### src/rtl/spi_frame_pkg.sv
// ============================================================================
// Module      : spi_frame_pkg
// Description : Shared constants and state encoding for the SPI frame reader.
//               FRAME_BITS      - SPI_clk rises per frame
//               DATA_BITS       - right-justified sample width
//               MIN_HALF_PERIOD - smallest half-period that still lets the
//                                 slave's 3-flop synchroniser settle MISO
//               MIN_GAP         - smallest cs-high gap the slave needs to
//                                 reload its next sample
// Revision    : 1.0 - initial release
// ============================================================================
`default_nettype none

package spi_frame_pkg;

    localparam int FRAME_BITS      = 16;
    localparam int DATA_BITS       = 12;
    localparam int MIN_HALF_PERIOD = 4;
    localparam int MIN_GAP         = 4;

    typedef enum logic [2:0] {
        ST_IDLE  = 3'd0,
        ST_SETUP = 3'd1,
        ST_HIGH  = 3'd2,
        ST_LOW   = 3'd3,
        ST_GAP   = 3'd4
    } spi_rd_state_t;

endpackage

`default_nettype wire

### src/rtl/spi_half_tick.sv
// ============================================================================
// Module      : spi_half_tick
// Description : Phase timer for the SPI frame reader. Reloaded on every state
//               entry with either HALF_PERIOD or GAP_CYCLES and counts down;
//               o_tick is high on the last cycle of the phase.
// Ports       : clk         - system clock
//               rst_n       - synchronous active-low reset
//               i_load      - a state transition happens on this edge
//               i_load_gap  - the state being entered is GAP
//               o_tick      - last cycle of the current phase
// Revision    : 1.0 - initial release
// ============================================================================
`default_nettype none

module spi_half_tick #(
    parameter int HALF_PERIOD = 8,
    parameter int GAP_CYCLES  = 16
) (
    input  logic clk,
    input  logic rst_n,
    input  logic i_load,
    input  logic i_load_gap,
    output logic o_tick
);

    localparam int MAX_LEN = (HALF_PERIOD > GAP_CYCLES) ? HALF_PERIOD : GAP_CYCLES;
    localparam int CNT_W   = $clog2(MAX_LEN);

    // Reload with length-1 so the phase lasts exactly 'length' cycles,
    // the final one being the cycle where the counter reads zero.
    localparam logic [CNT_W-1:0] c_half_reload = CNT_W'(HALF_PERIOD - 1);
    localparam logic [CNT_W-1:0] c_gap_reload  = CNT_W'(GAP_CYCLES - 1);

    logic [CNT_W-1:0] r_cnt;

    always_ff @(posedge clk) begin
        if (!rst_n) begin
            r_cnt <= '0;
        end else if (i_load) begin
            r_cnt <= i_load_gap ? c_gap_reload : c_half_reload;
        end else if (r_cnt != '0) begin
            r_cnt <= r_cnt - 1'b1;
        end
    end

    assign o_tick = (r_cnt == '0);

endmodule

`default_nettype wire

### src/rtl/spi_frame_reader.sv
// ============================================================================
// Module      : spi_frame_reader
// Description : SPI mode-0 master reading 16-bit frames (12-bit sample,
//               upper nibble expected zero) and presenting each sample as a
//               parallel word with a one-cycle valid strobe.
// Ports       : clk         - system clock
//               rst_n       - synchronous active-low reset
//               start       - one-frame request, honoured only in IDLE
//               continuous  - repeat frames back-to-back while high
//               MISO        - serial data from slave, MSB first
//               SPI_clk     - SPI clock, idles low
//               cs          - chip select, active-low
//               data_out    - last received 12-bit sample
//               data_valid  - one-cycle pulse when data_out updates
//               frame_err   - upper nibble of last frame was non-zero
//               busy        - high in every state except IDLE
// Revision    : 1.0 - initial release
// ============================================================================
`default_nettype none

module spi_frame_reader
    import spi_frame_pkg::*;
#(
    parameter int HALF_PERIOD = 8,
    parameter int GAP_CYCLES  = 16
) (
    input  logic                 clk,
    input  logic                 rst_n,
    input  logic                 start,
    input  logic                 continuous,
    input  logic                 MISO,
    output logic                 SPI_clk,
    output logic                 cs,
    output logic [DATA_BITS-1:0] data_out,
    output logic                 data_valid,
    output logic                 frame_err,
    output logic                 busy
);

    generate
        if (HALF_PERIOD < MIN_HALF_PERIOD || GAP_CYCLES < MIN_GAP) begin : g_bad_params
            $error("spi_frame_reader: HALF_PERIOD and GAP_CYCLES must both be >= 4");
        end
    endgenerate

    localparam logic [4:0] c_frame_bits = 5'(FRAME_BITS);

    spi_rd_state_t         r_state;
    spi_rd_state_t         w_next;
    logic                  w_tick;
    logic                  w_load;
    logic                  w_rise;
    logic                  w_frame_done;
    logic [4:0]            r_bit_cnt;
    logic [FRAME_BITS-1:0] r_shift;

    // ------------------------------------------------------------------
    // State register
    // ------------------------------------------------------------------
    always_ff @(posedge clk) begin
        if (!rst_n) begin
            r_state <= ST_IDLE;
        end else begin
            r_state <= w_next;
        end
    end

    // ------------------------------------------------------------------
    // Next-state logic
    // ------------------------------------------------------------------
    always_comb begin
        w_next = r_state;
        case (r_state)
            ST_IDLE:  if (start || continuous) w_next = ST_SETUP;
            ST_SETUP: if (w_tick)              w_next = ST_HIGH;
            ST_HIGH:  if (w_tick)              w_next = ST_LOW;
            ST_LOW: begin
                if (w_tick) begin
                    w_next = (r_bit_cnt < c_frame_bits) ? ST_HIGH : ST_GAP;
                end
            end
            ST_GAP: begin
                if (w_tick) begin
                    w_next = continuous ? ST_SETUP : ST_IDLE;
                end
            end
            default:                           w_next = ST_IDLE;
        endcase
    end

    // ------------------------------------------------------------------
    // Output decode (Moore): pins follow the state register directly so a
    // reset edge returns cs/SPI_clk to idle immediately.
    // ------------------------------------------------------------------
    always_comb begin
        cs      = 1'b1;
        SPI_clk = 1'b0;
        busy    = 1'b1;
        case (r_state)
            ST_IDLE:  busy    = 1'b0;
            ST_SETUP: cs      = 1'b0;
            ST_HIGH: begin
                cs      = 1'b0;
                SPI_clk = 1'b1;
            end
            ST_LOW:   cs      = 1'b0;
            ST_GAP:   cs      = 1'b1;
            default:  busy    = 1'b0;
        endcase
    end

    // Every transition changes state, so any change reloads the phase timer.
    assign w_load       = (w_next != r_state);
    assign w_rise       = (w_next == ST_HIGH) && (r_state != ST_HIGH);
    assign w_frame_done = (r_state == ST_LOW) && (w_next == ST_GAP);

    spi_half_tick #(
        .HALF_PERIOD (HALF_PERIOD),
        .GAP_CYCLES  (GAP_CYCLES)
    ) u_half_tick (
        .clk        (clk),
        .rst_n      (rst_n),
        .i_load     (w_load),
        .i_load_gap (w_next == ST_GAP),
        .o_tick     (w_tick)
    );

    // ------------------------------------------------------------------
    // Shift register, bit counter and result registers. MISO is captured
    // on the same edge that drives SPI_clk high, i.e. the slave's data is
    // sampled as the rising edge is launched.
    // ------------------------------------------------------------------
    always_ff @(posedge clk) begin
        if (!rst_n) begin
            r_bit_cnt  <= '0;
            r_shift    <= '0;
            data_out   <= '0;
            frame_err  <= 1'b0;
            data_valid <= 1'b0;
        end else begin
            if (w_rise) begin
                r_shift   <= {r_shift[FRAME_BITS-2:0], MISO};
                r_bit_cnt <= r_bit_cnt + 1'b1;
            end else if (r_state == ST_SETUP) begin
                r_bit_cnt <= '0;
            end

            data_valid <= w_frame_done;
            if (w_frame_done) begin
                data_out  <= r_shift[DATA_BITS-1:0];
                frame_err <= |r_shift[FRAME_BITS-1:DATA_BITS];
            end
        end
    end

endmodule

`default_nettype wire

### config.mk
export PLATFORM = sky130hd
export DESIGN_NAME = spi_frame_reader
export DESIGN_NICKNAME = d
export VERILOG_FILES = /design/src/rtl/spi_frame_pkg.sv /design/src/rtl/spi_half_tick.sv /design/src/rtl/spi_frame_reader.sv
export SDC_FILE = /design/constraint.sdc
export NUM_CORES = 1
export LEC_CHECK = 0
export CAP_MARGIN = 20
export CORE_MARGIN = 4
export CORE_UTILIZATION = 38
export CTS_BUF_LIST = sky130_fd_sc_hd__clkbuf_4 sky130_fd_sc_hd__clkbuf_8 sky130_fd_sc_hd__clkbuf_16
export DETAILED_ROUTE_END_ITERATION = 16
export SETUP_SLACK_MARGIN = 0.5
export SLEW_MARGIN = 10
export SYNTH_ARGS = -nofsm -noshare
export SYNTH_HDL_FRONTEND = slang
export SYNTH_SLANG_ARGS = --single-unit
### constraint.sdc
create_clock -name clk -period 1.9 [get_ports clk]
set_input_delay 0.38 -clock clk [delete_from_list [all_inputs] [get_ports clk]]
set_output_delay 0.38 -clock clk [all_outputs]
set_load 0.1 [all_outputs]
==> results.json <==
{
  "antenna_cells": 0,
  "grt_first_pass_wirelength_mm": 6.534,
  "period_minus_slack_ns": 1.644,
  "syn_area_sq_um": 1808,
  "yosys.area.top_type": "dfxtp_1",
  "ir_drop_v": 0.0004780,
  "dp_hpwl_mm": 2.382,
  "die-area_sq_um": 5925,
  "synthDistinctLibCells": 37,
  "nNetsFinal": 248,
  "h-tree-depth": 2,
  "tightest_slew_ns": 0.3481,
  "hold_viol": 0,
  "fin_crit_sh_pct": 86.52,
  "hp-class": "flop to flop",
  "syn2layout_area_growth_pct": 44.43,
  "fillCellCount": 382,
  "wl_per_cell_um": 14.46,
  "worst_slack_ns": 0.2561,
  "firstDrtPassIters": 4,
  "relSlewSlack_pct": 76.74,
  "fmax_mhz": 608.3,
  "vias": 1486,
  "ioPinCount": 22,
  "worstSetupPathType": "flop to flop",
  "layout_commonest_cell": "dfxtp_1",
  "synthCells": 195,
  "drive_gt1_share_pct": 37.19,
  "placed_area_sq_um": 2136,
  "grt_use_total_pct": 13.59,
  "drt_drc_violations_left": 0,
  "grt_pass1_vias": 1445,
  "die_y_um": 76.98,
  "postCtsHoldBufs": 0,
  "clk_pin_slew_ns": 0.08,
  "clk_path_buf_depth": 2,
  "rows": 24,
  "antenna_found_initial": 0,
  "status": "completed",
  "syn-num-nets": 202,
  "dp.cells": 263,
  "cts_buffers": 5,
  "start_util_pct": 40.41,
  "finalSetupTns_ns": 0,
  "rsz0062_at_grt": "true",
  "vias_per_cell": 5.054,
  "dp_slack_ns": 0.2269,
  "r2r_slack_ns": 0.26,
  "synth_area_leaders": "dfxtp_1 47%, nand2_1 8.9%, mux2i_1 7.8%",
  "gp_congestion": 0.7565,
  "max_cap_violations": 0,
  "critPathArrivalTime_ns": 1.82,
  "mostFrequentLayoutCells": "37 x dfxtp_1, 36 x nand2_1, 27 x buf_4, 15 x nor2b_1, 15 x a21boi_1",
  "grt_max_degree": 35,
  "stdcell_count": 294,
  "final_area_sq_um": 2611,
  "maxSlewViolCount": 0,
  "critical_path_required_ns": 2.08,
  "setup_viol": 0,
  "cts-root-buf": "clkbuf_8",
  "wl_mm": 4.252,
  "antenna_left": 0,
  "syn_area_per_cell_sq_um": 9.272,
  "grt-ovfl-total": 0,
  "path_max_fanout": 6,
  "clock_latency_ns": 0.29,
  "p_leak_nw": 0.9651,
  "cp-end-kind": "flop",
  "synth_top_area_share_pct": 46.51,
  "holdWs_ns": 0.4703,
  "startpoint_type": "flop",
  "synth_seq_cells": 42,
  "coreArea_sq_um": 4474,
  "die_w_um": 76.98,
  "cts_tree": "built",
  "skew_ns": 0.006316,
  "port-buffer-count": 21,
  "first_iter_violations": 77,
  "cts.sinks": 42,
  "synth_warnings": 0,
  "powerDensity_nw_per_um2": 886.4,
  "ys_seq_area_share_pct": 46.51
}
kinds of logic (layout without fill, tap and decap cells):
group	after synthesis	in the layout	share of synthesized area [%]
DFF	42	42	46.51
adders and majority gates	2	2	1.384
xor gates and xnor gates	4	4	1.938
buffers and inverters	13	54	4.360
muxes	15	15	8.373
and+or+nand+nor	86	92	24.43
AOI/OAI and AO/OA	33	33	13.01
critical path, cell delays in order, from the launching register on:
cell	delay (ns)
dfxtp_2	0.33
inv_2	0.07
ha_4	0.14
and4bb_1	0.24
nor3b_4	0.29
buf_6	0.20
mux2i_1	0.20
nor2b_1	0.06
flip-flops by register name (all words and copies together), names as in the netlist:
name               flops
data_out              12
r_bit_cnt              5
r_shift               16
frame_err              1
r_state                3
u_half_tick.r_cnt      4
data_valid             1
synthesized netlist by cell type, drive strengths merged:
master	n
nand2	43
dfxtp	42
a21boi	17
nor2b	15
mux2i	14
nor2	7
buf	6
clkbuf	5
nor3b	4
o21a	4
o21ai	4
a21oi	3
and3	3
nand3	3
nor3	3
and2	2
ha	2
inv	2
o21bai	2
xnor2	2
xor2	2
and4bb	1
mux2	1
nand3b	1
nor4	1
nor4b	1
o211a	1
o211ai	1
o311a	1
or2	1
or3b	1
per-stage QoR:
stage | util (%) | total power, mW
6_report | 58.36 | 2.315
5_1_grt | 58.36 | 2.420
4_1_cts | 53.61 | 2.222
3_5_place_dp | 47.73 | 1.423
3_3_place_gp | 47.73 | 1.407
2_1_floorplan | - | 1.307
path summary, 6_finish.rpt:
| check | to | cells past startpoint | startpoint |
|---|---|---|---|
| max | data_out[6] | 7 | u_half_tick.r_cnt[1] |
| min | r_shift[15] | 2 | r_shift[15] |
| max reg2reg | data_out[6] | 7 | u_half_tick.r_cnt[1] |
| min reg2reg | r_shift[15] | 2 | r_shift[15] |
layer usage:
layer / up-vias / track usage, % / wire (um)
li1: 752 / - / -
met1: 706 / 15.22 / 1879
met2: 22 / 24.22 / 2161
met3: 6 / 4.684 / 132
met4: 0 / 4.093 / 78
met5: - / 0 / 0
where the power goes:
group | total (mW) | switching [mW] | leakage, nW | internal [mW]
combinational | 0.660 | 0.333 | 0.564 | 0.327
clock | 0.709 | 0.287 | 0.0593 | 0.422
sequential | 0.945 | 0.0346 | 0.342 | 0.911
area by class of cell:
cell class	instances	area [sq um]	share of cell area [%]
Sequential cell	42	854.6	32.73
Clock buffer	7	83.83	3.210
Clock inverter	1	30.03	1.150
Inverter	2	7.507	0.2875
Multi-Input combinational cell	146	1120	42.88
Timing Repair Buffer	44	450.4	17.25
Tap cell	52	65.06	2.492
repair_timing:
action,CTS,global route
gates resized for setup,15,25
setup buffers,8,7
setup endpoints to repair,43,45
gates cloned,4,4
pin swaps,7,15
Note: power is estimated with default switching activity, not from simulation.
